**src/rtl/m3ds_ahb_slave_mux.sv**
```systemverilog
// m3ds_ahb_slave_mux
//
// Data-phase response multiplexer for the M3 DesignStart peripherals AHB.
// Registers the address decoder's HSELs (after a fixed priority resolve) at
// every address-phase boundary. During the following data phase it steers the
// selected slave's HREADYOUT/HRESP/HRDATA back to the master. It also contains
// the default slave, which gives a two-cycle ERROR response to every
// NONSEQ/SEQ transfer that reaches it.
//
// Handshake: HREADY high at a rising HCLK edge ends the current data phase
// and accepts the address phase presented with it. HREADYOUT low from the
// selected slave stretches the data phase. While HREADY is low, every
// decoder input is ignored.
//
// Ports
//   HCLK, HRESETn          clock, asynchronous active-low reset
//   HREADY, HTRANS1        bus ready (fed back), HTRANS[1] of the address phase
//   HSEL0                  decoder select for the default slave
//   HSEL2..HSEL6           decoder selects: GPIO0..GPIO3, SysCtrl
//   HREADYOUT2..6          slave ready inputs
//   HRESP2..6              slave responses (1 = ERROR)
//   HRDATA2..6             slave read data
//   HREADYOUT, HRESP       muxed response to the master
//   HRDATA                 muxed read data
//   dbg_state              default-slave FSM state (0 IDLE, 1 ERR1, 2 ERR2)

module m3ds_ahb_slave_mux #(
    parameter int DATA_WIDTH = 32
) (
    input  logic                  HCLK,
    input  logic                  HRESETn,
    input  logic                  HREADY,
    input  logic                  HTRANS1,
    input  logic                  HSEL0,
    input  logic                  HSEL2,
    input  logic                  HSEL3,
    input  logic                  HSEL4,
    input  logic                  HSEL5,
    input  logic                  HSEL6,
    input  logic                  HREADYOUT2,
    input  logic                  HREADYOUT3,
    input  logic                  HREADYOUT4,
    input  logic                  HREADYOUT5,
    input  logic                  HREADYOUT6,
    input  logic                  HRESP2,
    input  logic                  HRESP3,
    input  logic                  HRESP4,
    input  logic                  HRESP5,
    input  logic                  HRESP6,
    input  logic [DATA_WIDTH-1:0] HRDATA2,
    input  logic [DATA_WIDTH-1:0] HRDATA3,
    input  logic [DATA_WIDTH-1:0] HRDATA4,
    input  logic [DATA_WIDTH-1:0] HRDATA5,
    input  logic [DATA_WIDTH-1:0] HRDATA6,
    output logic                  HREADYOUT,
    output logic                  HRESP,
    output logic [DATA_WIDTH-1:0] HRDATA,
    output logic [1:0]            dbg_state
);

    typedef enum logic [1:0] {
        ST_IDLE = 2'd0,
        ST_ERR1 = 2'd1,
        ST_ERR2 = 2'd2
    } state_t;

    // Bit order: [0] default, [1] GPIO0, [2] GPIO1, [3] GPIO2, [4] GPIO3,
    // [5] SysCtrl.
    logic [5:0] sel_res;
    logic [5:0] sel_q;
    state_t     state_q;
    state_t     state_d;
    logic       dflt_start;
    logic       dflt_ready;
    logic       dflt_resp;
    logic       no_sel;

    // Keep only the highest-priority select so sel_q can never be multi-hot.
    always_comb begin
        sel_res    = 6'b0;
        sel_res[0] = HSEL0;
        sel_res[1] = HSEL2 & ~HSEL0;
        sel_res[2] = HSEL3 & ~HSEL2 & ~HSEL0;
        sel_res[3] = HSEL4 & ~HSEL3 & ~HSEL2 & ~HSEL0;
        sel_res[4] = HSEL5 & ~HSEL4 & ~HSEL3 & ~HSEL2 & ~HSEL0;
        sel_res[5] = HSEL6 & ~HSEL5 & ~HSEL4 & ~HSEL3 & ~HSEL2 & ~HSEL0;
    end

    always_ff @(posedge HCLK or negedge HRESETn) begin
        if (!HRESETn) begin
            sel_q <= 6'b0;
        end else if (HREADY) begin
            sel_q <= sel_res;
        end
    end

    // An active transfer to the default slave accepted at this edge.
    assign dflt_start = HREADY & sel_res[0] & HTRANS1;

    always_ff @(posedge HCLK or negedge HRESETn) begin
        if (!HRESETn) begin
            state_q <= ST_IDLE;
        end else begin
            state_q <= state_d;
        end
    end

    always_comb begin
        state_d    = state_q;
        dflt_ready = 1'b1;
        dflt_resp  = 1'b0;
        case (state_q)
            ST_IDLE: begin
                if (dflt_start) state_d = ST_ERR1;
            end
            ST_ERR1: begin
                dflt_ready = 1'b0;
                dflt_resp  = 1'b1;
                state_d    = ST_ERR2;
            end
            ST_ERR2: begin
                dflt_resp = 1'b1;
                state_d   = dflt_start ? ST_ERR1 : ST_IDLE;
            end
            default: begin
                state_d = ST_IDLE;
            end
        endcase
    end

    assign dbg_state = state_q;

    // With no slave selected the data phase is a zero-wait OKAY.
    assign no_sel = ~|sel_q;

    // AND-OR mux: sel_q is one-hot or zero, so at most one term contributes
    // and HRDATA is all zeros (never X) when nothing is selected.
    always_comb begin
        HREADYOUT = no_sel
                  | (sel_q[0] & dflt_ready)
                  | (sel_q[1] & HREADYOUT2)
                  | (sel_q[2] & HREADYOUT3)
                  | (sel_q[3] & HREADYOUT4)
                  | (sel_q[4] & HREADYOUT5)
                  | (sel_q[5] & HREADYOUT6);
        HRESP     = (sel_q[0] & dflt_resp)
                  | (sel_q[1] & HRESP2)
                  | (sel_q[2] & HRESP3)
                  | (sel_q[3] & HRESP4)
                  | (sel_q[4] & HRESP5)
                  | (sel_q[5] & HRESP6);
        HRDATA    = ({DATA_WIDTH{sel_q[1]}} & HRDATA2)
                  | ({DATA_WIDTH{sel_q[2]}} & HRDATA3)
                  | ({DATA_WIDTH{sel_q[3]}} & HRDATA4)
                  | ({DATA_WIDTH{sel_q[4]}} & HRDATA5)
                  | ({DATA_WIDTH{sel_q[5]}} & HRDATA6);
    end

endmodule

```
**config.mk**
```make
export PLATFORM = sky130hd
export DESIGN_NAME = m3ds_ahb_slave_mux
export DESIGN_NICKNAME = d
export VERILOG_FILES = /design/src/rtl/m3ds_ahb_slave_mux.sv
export SDC_FILE = /design/constraint.sdc
export NUM_CORES = 1
export LEC_CHECK = 0
export CELL_PAD_IN_SITES_DETAIL_PLACEMENT = 0
export CELL_PAD_IN_SITES_GLOBAL_PLACEMENT = 1
export CORE_MARGIN = 2
export CORE_UTILIZATION = 12
export CTS_BUF_LIST = sky130_fd_sc_hd__clkbuf_16
export DETAILED_ROUTE_END_ITERATION = 8
export GPL_TIMING_DRIVEN = 0
export PLACE_DENSITY_LB_ADDON = 0.05
export SLEW_MARGIN = 10
export SYNTH_ARGS = -nofsm -noshare
export SYNTH_HDL_FRONTEND = slang
export SYNTH_SLANG_ARGS = --single-unit
export TNS_END_PERCENT = 1
```
**constraint.sdc**
```tcl
create_clock -name HCLK -period 1.25 [get_ports HCLK]
set_clock_uncertainty 0.05 [all_clocks]
set_input_delay 0.125 -clock HCLK [delete_from_list [all_inputs] [get_ports HCLK]]
set_output_delay 0.125 -clock HCLK [all_outputs]
set_load 0.05 [all_outputs]
```
## Word-level counts from Yosys, hierarchy flattened

Cells that the tools add are included.

- Add/sub/neg operators: 0
- $mul: 0
- Div/mod/pow operators: 0
- Magnitude comparators: 0
- Equality and inequality tests: 3
- Shift-type cells: 0
- Mux-type cells: 5
- Bitwise gates (word level): 54
- Reduce and logical (&&, ||, !) cells: 4

Operator list:

| kind | number |
|---|---|
| $and A32 B32 Y32 | 5 |
| $or A32 B32 Y32 | 4 |
| $and A1 B1 Y1 | 29 |
| $or A1 B1 Y1 | 11 |
| $pmux W2 S3 | 1 |
| $reduce_or A6 Y1 | 1 |
| $not A1 Y1 | 5 |
| $mux W1 | 3 |
| $eq A2 B1 Y1 const B | 1 |
| $eq A2 B2 Y1 const B | 1 |
| $logic_not A2 Y1 | 1 |
| $mux W2 | 1 |
| $ne A2 B2 Y1 const B | 1 |
| $reduce_or A2 Y1 | 1 |
| $logic_not A1 Y1 | 1 |

- Register bits after elaboration: 8
- Bits in latches: 0
- Bits in writable memories: 0
- Bits in read-only memories: 0
- Input port bits: 180
- Output and inout port bits: 36
- Logic and storage cells: 68
- Memories kept: 0

## Longest topological paths before layout

- Word-level depth: 9
- Gate-level depth with buffers: 5
- Gate-level depth less buffers: 5

## Least setup slack after synthesis

No wires, ideal clock.

- Kind: register to output
- Start point: reg state_q[0], in the netlist dbg_state[0]
- End point: out HRESP
- Arrival: 1.661 ns
- Data required time: 1.075 ns
- Slack: -0.586 ns
- Cell stages (with the launch flop): 5
- Buffers on the path: 0
- Cell sequence: dfrtp_1 inv_1 ha_1 a22oi_1 nand3_1

- Longest elaborated chain between the ends: 9
- Elaborated cells on any way between the ends: 10
- Those cells by class: 2 x eq/ne; 1 x mux; 6 x bitwise; 1 x reduce/logical

Ends and longest elaborated chain:

| element | RTL line | text |
|---|---|---|
| from (decl) | 71 | `state_t state_q;` |
| from (signal assigned) | 104 | `state_q <= state_d;` |
| $eq A2 B2 Y1 or $eq A2 B1 Y1 (tied branches) | 112 | `case (state_q)` |
| $reduce_or A2 Y1 (no line) * | -- |  |
| $mux W1 * | 112 |  |
| $and A1 B1 Y1 * | 146 | `HRESP = (sel_q[0] & dflt_resp)` |
| $or A1 B1 Y1 * | 147 | `\| (sel_q[1] & HRESP2)` |
| $or A1 B1 Y1 * | 148 | `\| (sel_q[2] & HRESP3)` |
| $or A1 B1 Y1 * | 149 | `\| (sel_q[3] & HRESP4)` |
| $or A1 B1 Y1 * | 150 | `\| (sel_q[4] & HRESP5)` |
| $or A1 B1 Y1 * | 151 | `\| (sel_q[5] & HRESP6);` |
| to (decl) | 56 | `output logic HRESP,` |

Mark *: on every way between the ends. The rest lies on a longest branch, timed or not.

## Final worst setup path

- Start point: reg sel_q[1]
- End point: out HRDATA[26]

- Longest elaborated chain between the ends: 5

Ends and longest elaborated chain:

| element | RTL line | text |
|---|---|---|
| from (decl) | 70 | `logic [5:0] sel_q;` |
| from (signal assigned) | 93 | `sel_q <= sel_res;` |
| $and A32 B32 Y32 | 152 | `HRDATA = ({DATA_WIDTH{sel_q[1]}} & HRDATA2)` |
| $or A32 B32 Y32 | 153 | `\| ({DATA_WIDTH{sel_q[2]}} & HRDATA3)` |
| $or A32 B32 Y32 | 154 | `\| ({DATA_WIDTH{sel_q[3]}} & HRDATA4)` |
| $or A32 B32 Y32 | 155 | `\| ({DATA_WIDTH{sel_q[4]}} & HRDATA5)` |
| $or A32 B32 Y32 | 156 | `\| ({DATA_WIDTH{sel_q[5]}} & HRDATA6);` |
| to (decl) | 57 | `output logic [DATA_WIDTH-1:0] HRDATA,` |

Every way passes these cells.

==> reports/metrics.csv <==
stage,metric,value,unit
run_status,outcome,"complete, but fails checks",
run_status,violations,negative setup slack,
floorplan,initial_core_util,12.5,%
clock_network,cts_buffer_depth,2,
place,io_buffers,215,
clock_network,clk_pin_slew_worst_paths,40,ps
grt,grt_pass1_vias,2440,
layout,drive_above_1_share,19.8,%
worst_setup_path,path_class,flop to output port,
clock_network,cts_root_buf,clkbuf_16,
grt,grt_usage,14.9,%
sta,hold_slack,119,ps
routing,remaining_drc_errors,0,
pwr,power_density,778,nW/um^2
layout,fillers,1092,
sta,slew_viol_final,0,
layout,multiInputGateArea,956,um^2
routing,viasPerCell,4.54,
worst_setup_path,crit_path_max_fanout,10,
grt,grt_pass1_wl,13.5,mm
sta,worst_slew_pin_slew,397,ps
synthesis,synthesis.area,1300,um^2
place,dp.cells,517,
synthesis,yosysMostFrequentCell,a22oi_1,
worst_setup_path,crit_path_end_kind,output port,
sta,worst_slack,-525,ps
floorplan,die_h,108,um
layout,stdcell_count,524,
worst_setup_path,slowest_delay,400,ps
synthesis,ys_warn_count,0,
synthesis,synth_top_cell_by_area,a222oi_1,
floorplan,pin_count,216,
routing,drt_pre_antenna_iters,7,
place,gp_congestion,0.755,
floorplan,die-area,11700,um^2
layout,n_antenna_cell,0,
floorplan,dieWidth,108,um
synthesis,synth_area_leaders,"a222oi_1, a22oi_1, dfrtp_1, nand2_1, buf_6",
pwr,total_power,3000,uW
grt,grt_remaining_overflow,0,
synthesis,netlist_instances,166,
worst_setup_path,cp_slowest_cell,a222oi_1,
synthesis,yosysUniqueCellTypes,19,
synthesis,avgSynthCellArea,7.82,um^2
worst_setup_path,crit_chain,buf_6 -> buf_6 -> a222oi_1 -> nand2_1 -> buf_6,
floorplan,coreArea,10400,um^2
routing,ant_nets,0,
sta,rsz0062_at_grt,yes,
routing,first_iter_violations,254,
routing,wl,9.56,mm
sta,hold_viol_final,0,
worst_setup_path,crit_required,1080,ps
routing,via_count,2381,
sta,slew_headroom,73.6,%
synthesis,ys_ff_latch,8,
sta,min_period,1780,ps
pwr,ir_drop,542,uV
sta,finalCritPeriodShare,142,%
sta,fin_tns_setup,-14340,ps
sta,setup_viol,34,
worst_setup_path,rr_startpoint,dbg_state[1],
layout,synthToLayoutAreaGrowth,197,%
grt,antenna_found_initial,0,
synthesis,ys_top_cells_by_count,"a22oi_1, nand2_1, a222oi_1, buf_2, inv_1",
synthesis,synth_top_area_share,24.7,%
pwr,power.leakage,0.00159,uW
layout,regArea,203,um^2
worst_setup_path,worstPathArrival,1600,ps
min_path,hold_class,primary input to asynchronous set/reset pin,
clock_network,cts_hold_buffers,0,
floorplan,fp-row-count,37,
synthesis,synth_edf_count,0,
grt,grt_max_degree,11,
synthesis,ys.flop_type,dfrtp_1,
place,dpl.hpwl,7.85,mm
clock_network,cts_buffers,3,
synthesis,async_flop_share,100,%
clock_network,clkLatencyLatePin,230,ps
synthesis,synth_fp_nets,350,
layout,finalNetCount,573,
worst_setup_path,start_kind,flop,
worst_setup_path,rr_worst_depth,4,
synthesis,ys_seq_area_share,15.4,%
worst_setup_path,ff2ff_setup_slack,140,ps
worst_setup_path,cp_common_cell,buf_6,
clock_network,htree_levels,1,
worst_setup_path,timing.rr.end,dbg_state[0],
clock_network,cts_tree,built,
run,maxCapViolCount,0,
sta,clock.fmax,563,MHz
clock_network,clock_sinks,8,
routing,wire_per_inst,18.2,um
[routing by layer]
layer	vias to the layer above	share of wire, %	global-route usage, %
met2	151	52	28.9
li1	1143	-	-
met3	4	13	5.24
met5	-	0	0
met4	0	0.36	1.83
met1	1083	35	15.8
[cells by family (layout without fill, tap and decap cells)]
family	count (synthesis)	after routing	share of synthesized area (%)
fa+ha+maj	4	4	3.85
simple gates	45	45	14.4
mux	2	2	1.64
flops	8	8	15.4
buf+inv	31	253	14.8
compound gates	76	76	49.9
[power by group]
part / internal, uW / total (uW) / switching [uW]
clock: 417 / 547 / 130
sequential: 301 / 351 / 50.5
combinational: 1040 / 2100 / 1070
[critical path: cells and delay by family, from the launching register on]
family / cells / cell delay, ps
and+or+nand+nor: 1 / 130
AOI/OAI and AO/OA: 1 / 400
DFF: 1 / 360
buffers and inverters: 3 / 470
[stage by stage]
stage | instance area, um^2 | util [%] | worst slack (ps)
2_1_floorplan | 1320 | - | -357
3_3_place_gp | 3640 | 35.0 | -888
4_1_cts | 3800 | 36.5 | -537
6_report | 3860 | 37.0 | -525
5_1_grt | 3860 | 37.0 | -573
3_5_place_dp | 3640 | 35.0 | -864
[how the worst max path moves through the flow]
| stage | end | from | depth (start not counted) | slack [ps] |
|---|---|---|---|---|
| 6_report | HRDATA[26] | sel_q[1] | 5 | -530 |
| 5_1_grt | HRDATA[6] | sel_q[1] | 5 | -570 |
| 4_1_cts | HRDATA[26] | sel_q[1] | 5 | -540 |
| 3_5_place_dp | HRDATA[26] | sel_q[5] | 5 | -860 |
| 3_3_place_gp | HRDATA[25] | sel_q[5] | 5 | -890 |
| 2_1_floorplan | HREADYOUT | dbg_state[1] | 5 | -360 |
[final cells by class]
type | instances | area share [%]
Tap cell | 136 | 4.41
Inverter | 10 | 0.973
Clock inverter | 1 | 0.0973
Sequential cell | 8 | 5.25
Buffer | 21 | 5.35
Clock buffer | 3 | 1.95
Multi-Input combinational cell | 127 | 24.8
Timing Repair Buffer | 218 | 57.2
[sequential cells by signal, indices dropped and copies added (netlist names)]
name and count:
sel_q 6, dbg_state 2
[cell usage in the layout, fill, tap and decap left out, types with 2 or more instances in the layout]
cell             instances
clkdlybuf4s50_1        179
buf_6                   41
nand2_1                 35
a22oi_1                 34
a222oi_1                32
buf_4                    9
inv_1                    8
buf_2                    6
dfrtp_1                  6
a22oi_2                  4
clkbuf_16                4
inv_2                    3
ha_1                     3
nor2_1                   2
nand3b_1                 2
o21ai_0                  2
nand3_1                  2
o32ai_1                  2
dfrtp_2                  2
[timing repair]
item,in CTS,in global routing
endpoints found under the setup margin,36,36
gates resized for setup,251,8
pin swaps,22,10
cloned,0,1
buffers inserted,0,2
Note: power is estimated with default switching activity, not from simulation.
